--- src/rtl/rs5_wb_data_bridge.sv ---
// RS5 data-memory port to Wishbone classic master bridge.
// Turns a single-cycle core request into one Wishbone read or write cycle and stalls the core
// until the slave acks. A missing ack is bounded by a timeout that returns ERR_DATA and an error
// pulse instead of hanging the core.
module rs5_wb_data_bridge #(
  parameter int unsigned ADDR_WIDTH     = 32,
  parameter int unsigned DATA_WIDTH     = 32,
  parameter int unsigned TIMEOUT_CYCLES = 1024,
  parameter logic [DATA_WIDTH-1:0] ERR_DATA = 32'hDEADBEEF
) (
  input  logic                    clk,
  input  logic                    rst_n,
  // Core side
  input  logic                    core_req_i,
  input  logic [DATA_WIDTH/8-1:0] core_we_i,
  input  logic [ADDR_WIDTH-1:0]   core_addr_i,
  input  logic [DATA_WIDTH-1:0]   core_wdata_i,
  output logic [DATA_WIDTH-1:0]   core_rdata_o,
  output logic                    core_stall_o,
  output logic                    core_err_o,
  // Wishbone side
  output logic                    wb_cyc_o,
  output logic                    wb_stb_o,
  output logic                    wb_we_o,
  output logic [DATA_WIDTH/8-1:0] wb_sel_o,
  output logic [ADDR_WIDTH-1:0]   wb_adr_o,
  output logic [DATA_WIDTH-1:0]   wb_dat_o,
  input  logic [DATA_WIDTH-1:0]   wb_dat_i,
  input  logic                    wb_ack_i
);

  localparam int unsigned Lanes    = DATA_WIDTH / 8;
  localparam int unsigned CntW     = (TIMEOUT_CYCLES == 0) ? 1 : $clog2(TIMEOUT_CYCLES + 1);
  localparam int unsigned CntLimit = (TIMEOUT_CYCLES == 0) ? 0 : TIMEOUT_CYCLES - 1;
  localparam logic [CntW-1:0] CntMax = CntW'(CntLimit);
  localparam bit TimeoutEn = (TIMEOUT_CYCLES != 0);

  localparam logic [1:0] StIdle = 2'd0;
  localparam logic [1:0] StBus  = 2'd1;
  localparam logic [1:0] StResp = 2'd2;

  logic [1:0]            state_q, state_d;
  logic                  cyc_q, cyc_d;
  logic                  we_q, we_d;
  logic [Lanes-1:0]      sel_q, sel_d;
  logic [ADDR_WIDTH-1:0] adr_q, adr_d;
  logic [DATA_WIDTH-1:0] dat_q, dat_d;
  logic [DATA_WIDTH-1:0] rdata_q, rdata_d;
  logic                  err_q, err_d;
  logic [CntW-1:0]       cnt_q, cnt_d;
  logic                  stall;

  // Next-state, bus-capture and stall logic for the IDLE -> BUS -> RESP handshake.
  always_comb begin
    state_d = state_q;
    cyc_d   = cyc_q;
    we_d    = we_q;
    sel_d   = sel_q;
    adr_d   = adr_q;
    dat_d   = dat_q;
    rdata_d = rdata_q;
    err_d   = 1'b0;
    cnt_d   = cnt_q;
    stall   = 1'b0;
    case (state_q)
      StIdle: begin
        // Masked by reset so the core is never stalled while the bridge is held in reset.
        stall = core_req_i & rst_n;
        if (core_req_i) begin
          state_d = StBus;
          cyc_d   = 1'b1;
          we_d    = |core_we_i;
          sel_d   = (|core_we_i) ? core_we_i : {Lanes{1'b1}};
          adr_d   = core_addr_i;
          dat_d   = core_wdata_i;
          cnt_d   = '0;
        end
      end
      StBus: begin
        stall = 1'b1;
        cnt_d = cnt_q + CntW'(1);
        // Ack takes priority over a timeout landing in the same cycle.
        if (wb_ack_i) begin
          state_d = StResp;
          cyc_d   = 1'b0;
          if (!we_q) rdata_d = wb_dat_i;
        end else if (TimeoutEn && (cnt_q == CntMax)) begin
          state_d = StResp;
          cyc_d   = 1'b0;
          err_d   = 1'b1;
          if (!we_q) rdata_d = ERR_DATA;
        end
      end
      StResp: begin
        // Requests seen here are picked up again from IDLE on the next cycle.
        state_d = StIdle;
      end
      default: begin
        state_d = StIdle;
        cyc_d   = 1'b0;
      end
    endcase
  end

  // State and registered bus/core outputs; reset drops the bus cycle immediately.
  always_ff @(posedge clk or negedge rst_n) begin
    if (!rst_n) begin
      state_q <= StIdle;
      cyc_q   <= 1'b0;
      we_q    <= 1'b0;
      sel_q   <= '0;
      adr_q   <= '0;
      dat_q   <= '0;
      rdata_q <= '0;
      err_q   <= 1'b0;
      cnt_q   <= '0;
    end else begin
      state_q <= state_d;
      cyc_q   <= cyc_d;
      we_q    <= we_d;
      sel_q   <= sel_d;
      adr_q   <= adr_d;
      dat_q   <= dat_d;
      rdata_q <= rdata_d;
      err_q   <= err_d;
      cnt_q   <= cnt_d;
    end
  end

  assign wb_cyc_o     = cyc_q;
  assign wb_stb_o     = cyc_q;
  assign wb_we_o      = we_q;
  assign wb_sel_o     = sel_q;
  assign wb_adr_o     = adr_q;
  assign wb_dat_o     = dat_q;
  assign core_rdata_o = rdata_q;
  assign core_err_o   = err_q;
  assign core_stall_o = stall;

endmodule

--- config.mk ---
export PLATFORM = sky130hd
export DESIGN_NAME = rs5_wb_data_bridge
export DESIGN_NICKNAME = d
export VERILOG_FILES = /design/src/rtl/rs5_wb_data_bridge.sv
export SDC_FILE = /design/constraint.sdc
export NUM_CORES = 1
export LEC_CHECK = 0
export ABC_CLOCK_PERIOD_IN_PS = 1600
export BUFFER_PORTS_ARGS = -buffer_cell sky130_fd_sc_hd__buf_2
export CORE_ASPECT_RATIO = 1.4
export CORE_UTILIZATION = 35
export CTS_CLUSTER_DIAMETER = 100
export CTS_CLUSTER_SIZE = 30
export DETAILED_ROUTE_END_ITERATION = 16
export PLACE_DENSITY = 0.74
export SYNTH_ARGS = -nofsm -noshare
export SYNTH_HDL_FRONTEND = slang
export SYNTH_SLANG_ARGS = --single-unit
--- constraint.sdc ---
create_clock -name clk -period 1.6 [get_ports clk]
set_input_delay 0.16 -clock clk [delete_from_list [all_inputs] [get_ports clk]]
set_output_delay 0.16 -clock clk [all_outputs]
set_load 0.03 [all_outputs]
# Word level (Yosys, flattened, before mapping)
# Cells that the tools add are included.
# word_totals
register_bits,116
in_bits,104
out_inout_bits,105
elab_cells,46
# classes
addsub,1
eq_ne,5
mux,19
bitwise_logic,3
reduce_logical,9
# ops
op,count
$mux 32,4
$pmux 11 s2,1
$add 11x1->11 const B,1
$eq 11x10->1 const B,1
$mux 11,1
$mux 1,6
$mux 2,3
$reduce_and 2->1,3
$reduce_and 3->1,2
$mux 4,1
$pmux 2 s2,1
$reduce_bool 2->1,2
$reduce_or 4->1,1
$ne 3x3->1 const B,1
$pmux 1 s3,1
$eq 2x1->1 const B,1
$eq 2x2->1 const B,1
$logic_not 2->1,1
$ne 2x2->1 const B,1
$not 1->1,2
$pmux 1 s2,1
$and 1x1->1,1

# Depth between registers and ports, before layout
# logic_depth
depth_word,4
ltp_mapped,6
ltp_nobuf,4

# Worst setup path before layout
# OpenSTA, ideal clock, no wires.
# synth_path
path_type,register -> register
start,"reg we_q, in the netlist wb_we_o"
end,"reg rdata_q[10], in the netlist core_rdata_o[10]"
setup_time_ns,0.077
arrival_time_ns,1.661
required_time_ns,1.523
slack_ns,-0.139
path_stages_with_launch,6
n_path_buf,2
path_cell_list,dfrtp_1 -> or3b_1 -> or4_1 -> buf_2 -> buf_6 -> a21oi_1
# synth_between
elab_chain_len,2
# synth_lines
element,line_no,text
from (decl),44,"logic we_q, we_d;"
from (signal assigned),120,we_q <= we_d;
$not 1->1 (no source line),-,
$reduce_and 3->1 (no source line),-,
to (signal assigned),124,rdata_q <= rdata_d;
to (decl),48,"logic [DATA_WIDTH-1:0] rdata_q, rdata_d;"
# No other way between the ends.
# A chain may end at the register's enable or synchronous reset.

# Worst setup path after layout
# layout_path
start,reg state_q[1]
end,"reg rdata_q[5], in the netlist core_rdata_o[5]"
# layout_between
elab_chain_len,2
# layout_lines
element,line_no,text
from (decl),42,"logic [1:0] state_q, state_d;"
from (signal assigned),108,state_q <= StIdle;
from (signal assigned),118,state_q <= state_d;
$eq 2x1->1,65,case (state_q)
$reduce_and 3->1 (no source line),-,
# No other way between the ends.

==> results summary <==
The CTS clock-pin slew for the worst setup and hold paths came out at 60 ps. Global routing finished with a remaining overflow of 0. The share of the clock period used by the worst path is 1.030.

The power density relative to cell area is 1943 mW/mm^2. The number of port buffers is roughly 210. In this run the worst hold path is classified as in2reg.

The final instance count without filler cells is between 900 and 1000. For this configuration, the core starts out at a cell density of 0.3608. The global-route wire length before repair is 22000 microns.

The headroom to the max-slew limit is 0.5489. The clock reaches the later pin of the worst-skew pair after about 400 ps. The sort of element at the end of the critical path is a flop. The area growth from synthesis to layout is 63.48%. The met1 layer usage reported by global route came out at 0.2243. The via count of the first global-routing pass is 4779. The maximum clock insertion buffer count came out at 2. The minimum clock period after layout is ~1600 ps. The number of levels the H-tree was split into is 4. The total instance count after detailed placement is about 870. Static timing analysis puts the maximum clock frequency at slightly above 600 MHz. The setup total negative slack is -753.2 ps. The leakage power total came out at between 3 and 4 nW. At the end of the flow, the number of nets in the layout was 926. between 200 and 250 I/O pins were placed.

The maximum number of pins on one net before global-route repair is about 120. Summing over every cut layer, the via total after detailed routing is 4685. After detailed placement, the total cell area comes to 0.006021 sq mm. After floorplanning, the core was sized to cover roughly 0.013 sq mm. The detailed router finished its first iteration with 138 violations. Max-cap violations in this run came to 0.

The initialized floorplan defines 49 standard-cell rows. The filler cell count in the final layout is about 1000. The max-slew violation count is 0. Of the synthesized area, sequential elements account for 0.6248. The total of endpoints with negative setup slack in the final report came out at 24. The final-report hold violation count came out at 0.

The worst setup path is of the reg2reg kind. The number of clock sinks seen by CTS came out at 116. The floorplan step defined a die boundary enclosing ~0.014 sq mm.

In this run the most used layer during global routing was met2. The worst hold slack across all endpoints is 3.430 ps. The critical path data arrival time came out at between 1500 and 2000 ps. The half-perimeter wire length of the detailed placement result is ~8100 microns.

The run finished, with violations left. The total routed wirelength came out at roughly 14000 microns. During synthesis, Yosys emitted a total of 0 warnings. The number of nets in the synthesized netlist came out at between 600 and 700. The actual transition at the worst max-transition pin is between 600 and 700 ps.

IR analysis of the VDD net gives a maximum drop of approximately 0.90 mV. The via density per instance came out at about 4.7. The largest fanout on the critical path is 24. The detailed-routing iteration count for the pre-antenna-repair pass is 5. The global routing met2 resource utilization is 0.3564. The global routing met3 resource utilization came out at 0.05612.

Clock tree synthesis selected as its root buffer the cell sky130_fd_sc_hd__clkbuf_16. The routability-driven placement congestion ratio is around 0.76. The average wire per standard cell came out at 13.87 microns. Measured along the y axis, the die boundary spans ~140 microns. The checks that failed: setup timing. The DRC violation count after routing came out at 0. The total routing resource utilization after global routing came out at 0.2013. In this run, CTS created clock tree buffers numbering 17.

The synthesized area divided by synthesized cell count came out at 9.056 sq um. The number of distinct library cells after synthesis came out at 37. The finished layout cell area came out at around 0.0076 sq mm. On the final layout, the worst clock skew is around 9 ps.

The final antenna-violating net count is 0. The fraction of layout cells with a size suffix above 1 is 0.3393. TritonCTS built the clock tree. The required time at the endpoint of the critical path came out at a little under 2000 ps.

The worst setup slack after layout is -48.30 ps. The post-synthesis sequential element count is roughly 120. The count of mapped cells out of synthesis is just over 500. The initial antenna violation count is 1.

The horizontal die dimension is a little under 100 microns. After synthesis the cells add up to between 0.004 and 0.005 sq mm. Setup repair after global routing could not meet its margin everywhere. The worst setup path is launched from a flop. The end-of-flow core utilization is 0.5899.
[state kept, by name (all words and copies together), names as in the netlist]
register	count
wb_dat_o	32
wb_sel_o	4
wb_cyc_o	1
state_q	2
cnt_q	11
core_err_o	1
wb_we_o	1
wb_adr_o	32
core_rdata_o	32
[per-stage QoR]
step           power [mW]  setup WS (ps)
2_1_floorplan       8.473         -100.5
3_3_place_gp        10.29         -2.487
3_5_place_dp        10.40         -87.36
4_1_cts             14.74         -27.41
5_1_grt             15.56         -111.1
6_report            14.76         -48.30
[critical path, cell delays in order, from the launching register on]
cell                      delay (ps)
sky130_fd_sc_hd__dfrtp_1         400
sky130_fd_sc_hd__or3b_4          410
sky130_fd_sc_hd__or4_4           440
sky130_fd_sc_hd__buf_12          180
sky130_fd_sc_hd__a21oi_1         140
[cell usage after synthesis, drive strengths merged]
library cell	n	share of area
nand2	227	0.18
dfrtp	116	0.62
nor2	51	0.041
a21oi	26	0.028
clkbuf	25	0.020
o21ai	15	0.016
buf	6	0.012
nor3	5	0.0054
mux2i	4	0.0086
a31oi	3	0.0040
nand3	3	0.0032
nor4	3	0.0040
nand2b	2	0.0027
nand4	2	0.0027
nor3b	2	0.0032
o311ai	2	0.0038
o31ai	2	0.0032
o41ai	2	0.0038
or3b	2	0.0038
a21o	1	0.0016
and3	1	0.0013
and4	1	0.0019
ha	1	0.0027
inv	1	0.00081
nand3b	1	0.0016
nand4b	1	0.0019
nand4bb	1	0.0024
nor2b	1	0.0013
nor4bb	1	0.0022
o211ai	1	0.0016
o21a	1	0.0016
o22ai	1	0.0013
or4	1	0.0016
or4b	1	0.0022
[what timing repair did]
item,4_1_cts,5_1_grt
hold endpoints to repair,200,0
buffers inserted,2,0
resized for setup,6,15
gates cloned,0,0
hold buffers,85,0
setup endpoints to repair,24,63
[cell families (layout without fill, tap and decap cells)]
kind of cell | after synthesis | in the layout | synth area share
multiplexers | 4 | 4 | 0.008619
AND/OR/NAND/NOR | 306 | 306 | 0.2661
flip-flops | 116 | 116 | 0.6248
other | 0 | 1 | 0
buffers and inverters | 32 | 353 | 0.03258
AO/OA/AOI/OAI | 54 | 54 | 0.06518
adder cells (fa/ha/maj) | 1 | 1 | 0.002693
[report_power, final]
| group | internal (mW) | total, mW | switching (mW) |
|---|---|---|---|
| logic | 1.89 | 5.95 | 4.06 |
| clock network | 2.67 | 4.09 | 1.42 |
| registers | 4.09 | 4.72 | 0.625 |
[path summary, 6_finish.rpt]
kind | startpoint | slack (ps) | to | depth (start not counted)
max reg2reg | state_q[1] | -50 | core_rdata_o[5] | 4
min | wb_dat_i[1] | 3 | core_rdata_o[1] | 3
min in group asynchronous | rst_n | 380 | core_rdata_o[23] | 3
max in group asynchronous | rst_n | 650 | wb_adr_o[5] | 3
max | state_q[1] | -50 | core_rdata_o[5] | 4
min reg2reg | wb_sel_o[2] | 460 | wb_sel_o[2] | 2
[cell usage in the layout (no fill, tap or decap), drive strengths merged, types with 2 or more instances in the layout]
cell type / netlist / routed
clkinvlp: 0 / 2
dlygate4sd3: 0 / 85
mux2i: 4 / 4
a31oi: 3 / 3
nand2: 227 / 227
nor3b: 2 / 2
bufinv: 0 / 4
inv: 1 / 4
dfrtp: 116 / 116
buf: 6 / 235
or3b: 2 / 2
nand3: 3 / 3
o41ai: 2 / 2
a21oi: 26 / 26
nand4: 2 / 2
clkbuf: 25 / 18
nor2: 51 / 51
o31ai: 2 / 2
o21ai: 15 / 15
nand2b: 2 / 2
nor4: 3 / 3
nor3: 5 / 5
o311ai: 2 / 2
clkinv: 0 / 5
[layer usage]
| metal | up-vias | routed length (microns) | share of wire |
|---|---|---|---|
| met5 | - | 0 | 0 |
| met1 | 2189 | 5551 | 0.41 |
| met4 | 0 | 315 | 0.023 |
| met2 | 202 | 7035 | 0.51 |
| met3 | 28 | 801 | 0.058 |
| li1 | 2266 | - | - |
[layout make-up]
cell class,instances,area (sq um),area share
flip-flops and latches,116,2904,0.3824
repair buffers,320,2191,0.2885
multi-input cells,365,1662,0.2188
clock buffers,18,439.2,0.05783
clock inverters,14,201.4,0.02652
well taps,153,191.4,0.02521
inverters,1,3.754,0.0004942
diodes,1,2.502,0.0003295
No activity file was read; power rests on OpenSTA's default activity.
